--- config.mk ---
export PLATFORM = sky130hd
export DESIGN_NAME = nn_accel_job_scheduler
export DESIGN_NICKNAME = d
export VERILOG_FILES = /design/src/rtl/nn_accel_job_scheduler.sv
export SDC_FILE = /design/constraint.sdc
export NUM_CORES = 1
export LEC_CHECK = 0
export CAP_MARGIN = 20
export CELL_PAD_IN_SITES_DETAIL_PLACEMENT = 0
export CELL_PAD_IN_SITES_GLOBAL_PLACEMENT = 1
export CORE_ASPECT_RATIO = 0.6
export CORE_MARGIN = 2
export CORE_UTILIZATION = 29
export DETAILED_ROUTE_END_ITERATION = 8
export GPL_ROUTABILITY_DRIVEN = 0
export HOLD_SLACK_MARGIN = 0.06
export PLACE_DENSITY = 0.9
export SLEW_MARGIN = 20
export SYNTH_ARGS = -nofsm -noshare
export SYNTH_HDL_FRONTEND = slang
export SYNTH_SLANG_ARGS = --single-unit
--- constraint.sdc ---
create_clock -name clk_i -period 4.41 [get_ports clk_i]
set_input_delay 0.6615 -clock clk_i [delete_from_list [all_inputs] [get_ports clk_i]]
set_output_delay 0.6615 -clock clk_i [all_outputs]
set_load 0.005 [all_outputs]
--- src/rtl/nn_accel_job_scheduler.sv ---
// Round-robin job scheduler for a mesh-attached NN accelerator.
// Grants one tile, writes three config packets, then awaits done or timeout.
module nn_accel_job_scheduler #(
  parameter int num_req_p      = 4,
  parameter int addr_width_p   = 10,
  parameter int data_width_p   = 32,
  parameter int x_cord_width_p = 2,
  parameter int y_cord_width_p = 2,
  parameter int timeout_p      = 1024
) (
  input  logic                              clk_i,
  input  logic                              reset_i,
  input  logic [num_req_p-1:0]              req_v_i,
  input  logic [num_req_p*addr_width_p-1:0] req_src_addr_i,
  input  logic [num_req_p*addr_width_p-1:0] req_len_i,
  output logic [num_req_p-1:0]              req_ack_o,
  input  logic [x_cord_width_p-1:0]         dest_x_i,
  input  logic [y_cord_width_p-1:0]         dest_y_i,
  output logic                              pkt_v_o,
  input  logic                              pkt_ready_i,
  output logic [x_cord_width_p-1:0]         pkt_x_o,
  output logic [y_cord_width_p-1:0]         pkt_y_o,
  output logic [addr_width_p-1:0]           pkt_addr_o,
  output logic [data_width_p-1:0]           pkt_data_o,
  input  logic                              accel_done_i,
  output logic [num_req_p-1:0]              resp_v_o,
  output logic                              resp_err_o,
  output logic                              busy_o
);

  localparam int lg_lp    = (num_req_p > 1) ? $clog2(num_req_p) : 1;
  localparam int cnt_w_lp = (timeout_p > 1) ? $clog2(timeout_p) : 1;
  localparam logic [cnt_w_lp-1:0] cnt_max_lp = cnt_w_lp'(timeout_p - 1);

  typedef enum logic [2:0] {
    IDLE, CFG_SRC, CFG_LEN, CFG_GO, BUSY, DONE
  } state_e;

  state_e                   state_q, state_d;
  logic [lg_lp-1:0]         last_q, last_d;
  logic [lg_lp-1:0]         win_q, win_d;
  logic [addr_width_p-1:0]  src_q, src_d;
  logic [addr_width_p-1:0]  len_q, len_d;
  logic [cnt_w_lp-1:0]      cnt_q, cnt_d;
  logic                     err_q, err_d;
  logic [num_req_p-1:0]     ack_q, ack_d;

  logic                     found;
  logic [lg_lp-1:0]         pick;
  logic [addr_width_p-1:0]  pick_src;
  logic [addr_width_p-1:0]  pick_len;

  // Round-robin search starting one past the last completed grant.
  always_comb begin
    found = 1'b0;
    pick  = '0;
    for (int i = 0; i < num_req_p; i++) begin
      int idx;
      idx = int'(last_q) + 1 + i;
      if (idx >= num_req_p) idx = idx - num_req_p;
      if (!found && req_v_i[idx]) begin
        found = 1'b1;
        pick  = lg_lp'(idx);
      end
    end
    pick_src = req_src_addr_i[int'(pick)*addr_width_p +: addr_width_p];
    pick_len = req_len_i[int'(pick)*addr_width_p +: addr_width_p];
  end

  // Next-state and job-context update.
  always_comb begin
    state_d = state_q;
    last_d  = last_q;
    win_d   = win_q;
    src_d   = src_q;
    len_d   = len_q;
    cnt_d   = cnt_q;
    err_d   = err_q;
    ack_d   = '0;
    unique case (state_q)
      IDLE: begin
        if (found) begin
          win_d = pick;
          src_d = pick_src;
          len_d = pick_len;
          ack_d = num_req_p'(1) << pick;
          if (pick_len == '0) begin
            state_d = DONE;
            err_d   = 1'b1;
          end else begin
            state_d = CFG_SRC;
            err_d   = 1'b0;
          end
        end
      end
      CFG_SRC: if (pkt_ready_i) state_d = CFG_LEN;
      CFG_LEN: if (pkt_ready_i) state_d = CFG_GO;
      CFG_GO: begin
        if (pkt_ready_i) begin
          state_d = BUSY;
          cnt_d   = '0;
        end
      end
      BUSY: begin
        cnt_d = cnt_q + 1'b1;
        if (accel_done_i) begin
          state_d = DONE;
          err_d   = 1'b0;
        end else if (cnt_q == cnt_max_lp) begin
          state_d = DONE;
          err_d   = 1'b1;
        end
      end
      DONE: begin
        state_d = IDLE;
        last_d  = win_q;
      end
      default: state_d = IDLE;
    endcase
  end

  // Packet, response and status outputs decoded from state.
  always_comb begin
    pkt_v_o    = 1'b0;
    pkt_addr_o = '0;
    pkt_data_o = '0;
    unique case (state_q)
      CFG_SRC: begin
        pkt_v_o    = 1'b1;
        pkt_addr_o = addr_width_p'(0);
        pkt_data_o = data_width_p'(src_q);
      end
      CFG_LEN: begin
        pkt_v_o    = 1'b1;
        pkt_addr_o = addr_width_p'(1);
        pkt_data_o = data_width_p'(len_q);
      end
      CFG_GO: begin
        pkt_v_o    = 1'b1;
        pkt_addr_o = addr_width_p'(2);
        pkt_data_o = data_width_p'(1);
      end
      default: ;
    endcase
    pkt_x_o    = pkt_v_o ? dest_x_i : '0;
    pkt_y_o    = pkt_v_o ? dest_y_i : '0;
    resp_v_o   = (state_q == DONE) ? (num_req_p'(1) << win_q) : '0;
    resp_err_o = (state_q == DONE) && err_q;
    busy_o     = (state_q != IDLE);
    req_ack_o  = ack_q;
  end

  // State register with synchronous reset.
  always_ff @(posedge clk_i) begin
    if (reset_i) begin
      state_q <= IDLE;
      last_q  <= lg_lp'(num_req_p - 1);
      win_q   <= '0;
      src_q   <= '0;
      len_q   <= '0;
      cnt_q   <= '0;
      err_q   <= 1'b0;
      ack_q   <= '0;
    end else begin
      state_q <= state_d;
      last_q  <= last_d;
      win_q   <= win_d;
      src_q   <= src_d;
      len_q   <= len_d;
      cnt_q   <= cnt_d;
      err_q   <= err_d;
      ack_q   <= ack_d;
    end
  end

endmodule

Word-level counts from Yosys, hierarchy flattened
Cells that the tools add are included.
- bits of input ports: 92
- register bits after elaboration: 42
- output and inout bits: 57
- word-level logic and storage cells: 106
- equality and inequality tests: 11
- add/sub/neg operators: 9
- reduce and logical (&&, ||, !) cells: 18
- bitwise logic cells: 2
- $lt $le $gt $ge: 8
- $mul: 1
- mux-type cells: 45
- shift operators: 4
- operator list (kind ; count):
    less-than comparator 32 x 4 -> 1 bit (second input constant) ; 4
    two-way mux 32 bit ; 4
    greater-or-equal comparator 32 x 4 -> 1 bit (second input constant) ; 3
    subtractor 32 x 4 -> 32 bit (second input constant) ; 3
    variable part select 40 x 32 -> 10 bit ; 1
    variable part select 40 x 7 -> 10 bit ; 1
    adder 32 x 2 -> 32 bit (second input constant) ; 1
    adder 32 x 3 -> 32 bit (second input constant) ; 1
    case mux 10 bit (3 select lines) ; 1
    two-way mux 3 bit ; 7
    case mux 10 bit (2 select lines) ; 1
    two-way mux 1 bit ; 17
    case mux 3 bit (5 select lines) ; 1
    two-way mux 2 bit ; 6
    adder 10 x 1 -> 10 bit (second input constant) ; 1
    == test 10 bit (second input constant) ; 1
    logical NOT 10 bit ; 1
    two-way mux 10 bit ; 1
    binary-select mux 1 bit (select 2 bit) ; 4
    inequality test 2 bit (second input constant) ; 4
    left shift 1 x 2 -> 4 bit (first input constant) ; 2
    == test 3 x 2 -> 1 bit (second input constant) ; 2
    == test 3 bit (second input constant) ; 2
    OR reduction 3 bit ; 2
    other kinds (19) ; 27

Longest topological paths before layout
- depth after elaboration: 22
- gate-level depth with buffers: 9
- gate-level depth less buffers: 7

Worst setup path after synthesis
No wires, ideal clock.
- kind: input -> register
- start point: input req_v_i[3]
- end point: register err_q
- required time: 4.341 ns
- cell stages on the path: 7
- library setup time: 0.069 ns
- arrival time: 2.453 ns
- setup slack: 1.888 ns
- buffers on the path: 1
- cell sequence: and2b_1 -> o21ai_1 -> o311a_1 -> buf_6 -> mux4_2 -> or4_1 -> o21ai_1
- word-level cells in the longest chain between the ends: 19
- elaborated cells between the ends (all ways): 34
- classes of those cells: mul: 1; eq/ne: 1; shift: 1; mux: 23; reduce/logical: 8
- ends and longest elaborated chain (what ; line ; text):
    start: declaration ; 13 ; input logic [num_req_p-1:0] req_v_i,
    binary-select mux 1 bit (select 2 bit) ; 61 ; if (!found && req_v_i[idx]) begin
    two-way mux 1 bit (implied by the code) (2 in a row) ; 61 ;
    two-way mux 1 bit ; 61 ;
    logical NOT 1 bit ; 61 ;
    logical AND 1 bit ; 61 ;
    two-way mux 1 bit ; 61 ;
    logical NOT 1 bit ; 61 ;
    logical AND 1 bit ; 61 ;
    (+2 left out) ; -- ;
    logical AND 1 bit ; 61 ;
    two-way mux 2 bit ; 61 ;
    multiplier 2 x 3 -> 5 bit ; 67 ; pick_len = req_len_i[int'(pick)*addr_width_p +: addr_width_p];
    variable part select 40 x 7 -> 10 bit ; 67 ;
    logical NOT 10 bit ; 87 ; if (pick_len == '0) begin
    two-way mux 1 bit ; 87 ;
    two-way mux 1 bit ; 82 ; if (found) begin
    case mux 1 bit (2 select lines) ; 80 ; unique case (state_q)
    end signal: assignment ; 171 ; err_q <= err_d;
    end: declaration ; 45 ; logic err_q, err_d;
Parallel ways exist; a longest one is shown, timed or not. The select of a mux whose other input is x is not followed.
A chain may end at the register's enable or synchronous reset.

Final worst setup path
- start point: register state_q[0]
- end point: output resp_v_o[1]
- word-level cells in the longest chain between the ends: 2
- ends and longest elaborated chain (what ; line ; text):
    start: declaration ; 39 ; state_e state_q, state_d;
    start signal: assignment ; 165 ; state_q <= state_d;
    == test 3 bit ; 147 ; resp_v_o = (state_q == DONE) ? (num_req_p'(1) << win_q) : '0;
    two-way mux 4 bit ; 147 ;
    end: declaration ; 26 ; output logic [num_req_p-1:0] resp_v_o,
Every way passes these cells.

==> impl_metrics.csv <==
group,metric,value,unit
yosys,synth.distinct_cells,49,
power_and_ir_drop,p_leak,1.61,nW
setup_path,worst-r2r-cell-count,6,
grt,first_global_vias,2915,
setup_path,path_max_fanout,13,
clocking,clock_latency,0.29,ns
power_and_ir_drop,p_switching,0.375,mW
power_and_ir_drop,swShare,0.315,
finish,drive_above_1_share,0.0572,
clocking,cts_buffers,5,
power_and_ir_drop,peakVddDrop,175,uV
yosys,synthTopCellsByArea,"dfxtp_1 (30%), nand2_1 (13%), nand3_1 (9.2%), buf_4 (7.9%), a21oi_1 (5.1%)",
floorplan,core,0.00932,sq mm
setup_path,r2r_end,"state_q[2]$_SDFFE_PP0P_",
finish,antenna_cells,0,
flow_run,cap_violations,0,
yosys,yosysTopAreaCell,"dfxtp_1",
timing,worstMarginPinSlew,1.02,ns
yosys,yosysMostFrequentCell,"nand2_1",
grt,gr-total-overflow,0,
route,drt_iter0_drc,260,
min_path,hold_depth,2,
place,dpl_cell_area,0.00400,sq mm
setup_path,r2r_start,"last_q[0]$_SDFFE_PP1P_",
route,ant_nets,0,
place,io_buffer_count,118,
floorplan,start_util,0.304,
yosys,syn-cell-area,0.00283,sq mm
clocking,cts_buffer_depth,2,
status,status,"finished clean",
power_and_ir_drop,p_clk_frac,0.316,
clocking,cts_resized,0,
yosys,synth.top_cells.by_count,"nand2_1 (98), nand3_1 (52), dfxtp_1 (42), buf_4 (30), a21oi_1 (29)",
finish,fin_area,0.00415,sq mm
setup_path,crit_path_end_kind,"output port",
floorplan,die_width,132,um
floorplan,rows,27,
setup_path,worst_ep_required_time,3.75,ns
finish,area_delta_synth_final,46.3,%
finish,stdcell_count,637,
power_and_ir_drop,seqPwrFrac,0.374,
timing,rsz0062_at_grt,"false",
setup_path,crit_path_start_kind,"flip-flop",
yosys,yosysWarnings,0,
timing,slew_headroom,0.317,
grt,grt_usage,0.173,
finish,nets,599,
route,wl,9270,um
place,placed_cells,629,
power_and_ir_drop,combPwrFrac,0.310,
yosys,syn_avg_cell_area,6.96,sq um
timing,slew_viol_final,0,
clocking,htreeDepth,2,
min_path,hp-class,"flip-flop to flip-flop",
timing,tns,0,ns
yosys,synth_flop_cell,"dfxtp_1",
timing,setup_viol,0,
clocking,ctsHoldBuffers,0,
yosys,synth.top_cell.area_share,0.297,
place,hpwl,7220,um
clocking,clkSinkCount,42,
timing,hold_violations,0,
timing,timing.final.crit_share,0.768,
grt,grt_start_max_net_pins,36,
clocking,root_buffer,"clkbuf_16",
timing,fmax,295,MHz
setup_path,cp_data_arrival_time,2.73,ns
power_and_ir_drop,intPower,0.813,mW
clocking,cts_setup_buffers,0,
clocking,cts_tree,"built",
route,vias,3094,
timing,fin_crit,3.39,ns
grt,grt_antenna_before_repair,0,
grt,grt_pass1_wl,14700,um
floorplan,die_area,0.0106,sq mm
min_path,hold_end,"src_q[1]$_SDFFE_PP0P_",
route,route.detailed.drc,0,
yosys,synth_edf_count,0,
floorplan,ios,149,
route,via_per_inst,4.86,
yosys,ys_seq_area_frac,0.297,
yosys,postSynthCellCount,407,
floorplan,fp.dieH,80.6,um
route,wl_per_cell,14.5,um
yosys,synth-seq-cells,42,
setup_path,r2r_setup_slack,1.66,ns
setup_path,critPathKind,"flip-flop to output port",
clocking,clk_pin_slew,0.07,ns
yosys,async_reset_ff_frac,0,
timing,finClkSkew,0.00609,ns
min_path,hold_start,"src_q[1]$_SDFFE_PP0P_",
route,drtPass1Iterations,5,
power_and_ir_drop,p_per_area,286,mW/mm^2
==> cell usage in the layout (no fill, tap or decap), types with 3 or more instances in the layout <==
cell / instances
mux4_2: 4
or3b_2: 3
buf_4: 5
nand3_1: 52
nand2_1: 98
clkdlybuf4s50_1: 118
mux2i_1: 3
nor4_1: 4
nor2b_1: 6
mux2_2: 3
nor3_1: 7
a31oi_1: 3
conb_1: 30
nor2_1: 27
a22oi_1: 9
or4_1: 5
and3_1: 4
clkbuf_16: 5
dfxtp_1: 42
or3_1: 3
o21ai_0: 6
and2_1: 6
a21oi_1: 29
==> registers in the layout, indices dropped and copies added, names as in the netlist <==
name / cells
err_q: 1
last_q: 2
src_q: 10
win_q: 2
cnt_q: 10
req_ack_o: 4
state_q: 3
len_q: 10
==> power by group through the flow <==
stage | clock network (mW) | logic [mW] | registers (mW)
6_report | 0.376 | 0.368 | 0.444
4_1_cts | 0.380 | 0.370 | 0.444
3_5_place_dp | 0 | 0.368 | 0.452
5_1_grt | 0.402 | 0.406 | 0.449
3_3_place_gp | 0 | 0.362 | 0.451
2_1_floorplan | 0 | 0.211 | 0.438
==> cells by family (layout without fill, tap and decap cells) <==
group	Yosys count	count (layout)	synth area share
AOI/OAI and AO/OA	64	64	0.142
xor gates and xnor gates	1	1	0.00309
adders and majority gates	1	1	0.00441
buffers and inverters	61	132	0.123
DFF	42	42	0.297
muxes	10	10	0.0543
other	1	30	0.00132
and+or+nand+nor	227	227	0.375
==> cell type report <==
class | count | area, sq um
inverter | 1 | 3.75
tap | 130 | 163
multi-input combinational | 333 | 1770
fill | 944 | 5180
timing repair buffer | 123 | 1220
sequential | 42 | 841
clock buffer | 5 | 125
clock inverter | 3 | 25.0
==> routing by layer <==
layer	part of all wire	global-route usage
met1	0.47	0.242
met5	0	0
met3	0.071	0.0448
met4	0.0057	0.0239
met2	0.46	0.272
==> critical path, stage by stage, from the launching register on <==
cell and delay, ns:
dfxtp_1 0.50, nor2b_1 0.86, nand2_1 0.24, nor3b_1 0.28, clkdlybuf4s50_1 0.55
==> worst max path at each step <==
| stage | start | endpoint | slack, ns | cells after the start |
|---|---|---|---|---|
| 2_1_floorplan | req_v_i[3] | err_q$_SDFFE_PP0P_ | 1.89 | 7 |
| 3_3_place_gp | req_v_i[3] | state_q[2]$_SDFFE_PP0P_ | 1.11 | 7 |
| 3_5_place_dp | req_v_i[0] | state_q[2]$_SDFFE_PP0P_ | 0.90 | 7 |
| 4_1_cts | state_q[0]$_SDFFE_PP0P_ | resp_v_o[1] | 1.05 | 4 |
| 5_1_grt | state_q[0]$_SDFFE_PP0P_ | resp_v_o[1] | 0.88 | 4 |
| 6_report | state_q[0]$_SDFFE_PP0P_ | resp_v_o[1] | 1.02 | 4 |
==> per-stage QoR <==
stage,utilization,power (mW),hold slack (ns),setup slack (ns)
after floorplan,-,0.649,0.433,1.89
after global placement,0.428,0.813,0.446,1.11
after detailed placement,0.429,0.820,0.451,0.900
after CTS,0.445,1.19,0.461,1.05
after global routing,0.445,1.26,0.478,0.885
final,0.445,1.19,0.458,1.02
(Power assumes the default switching activity.)
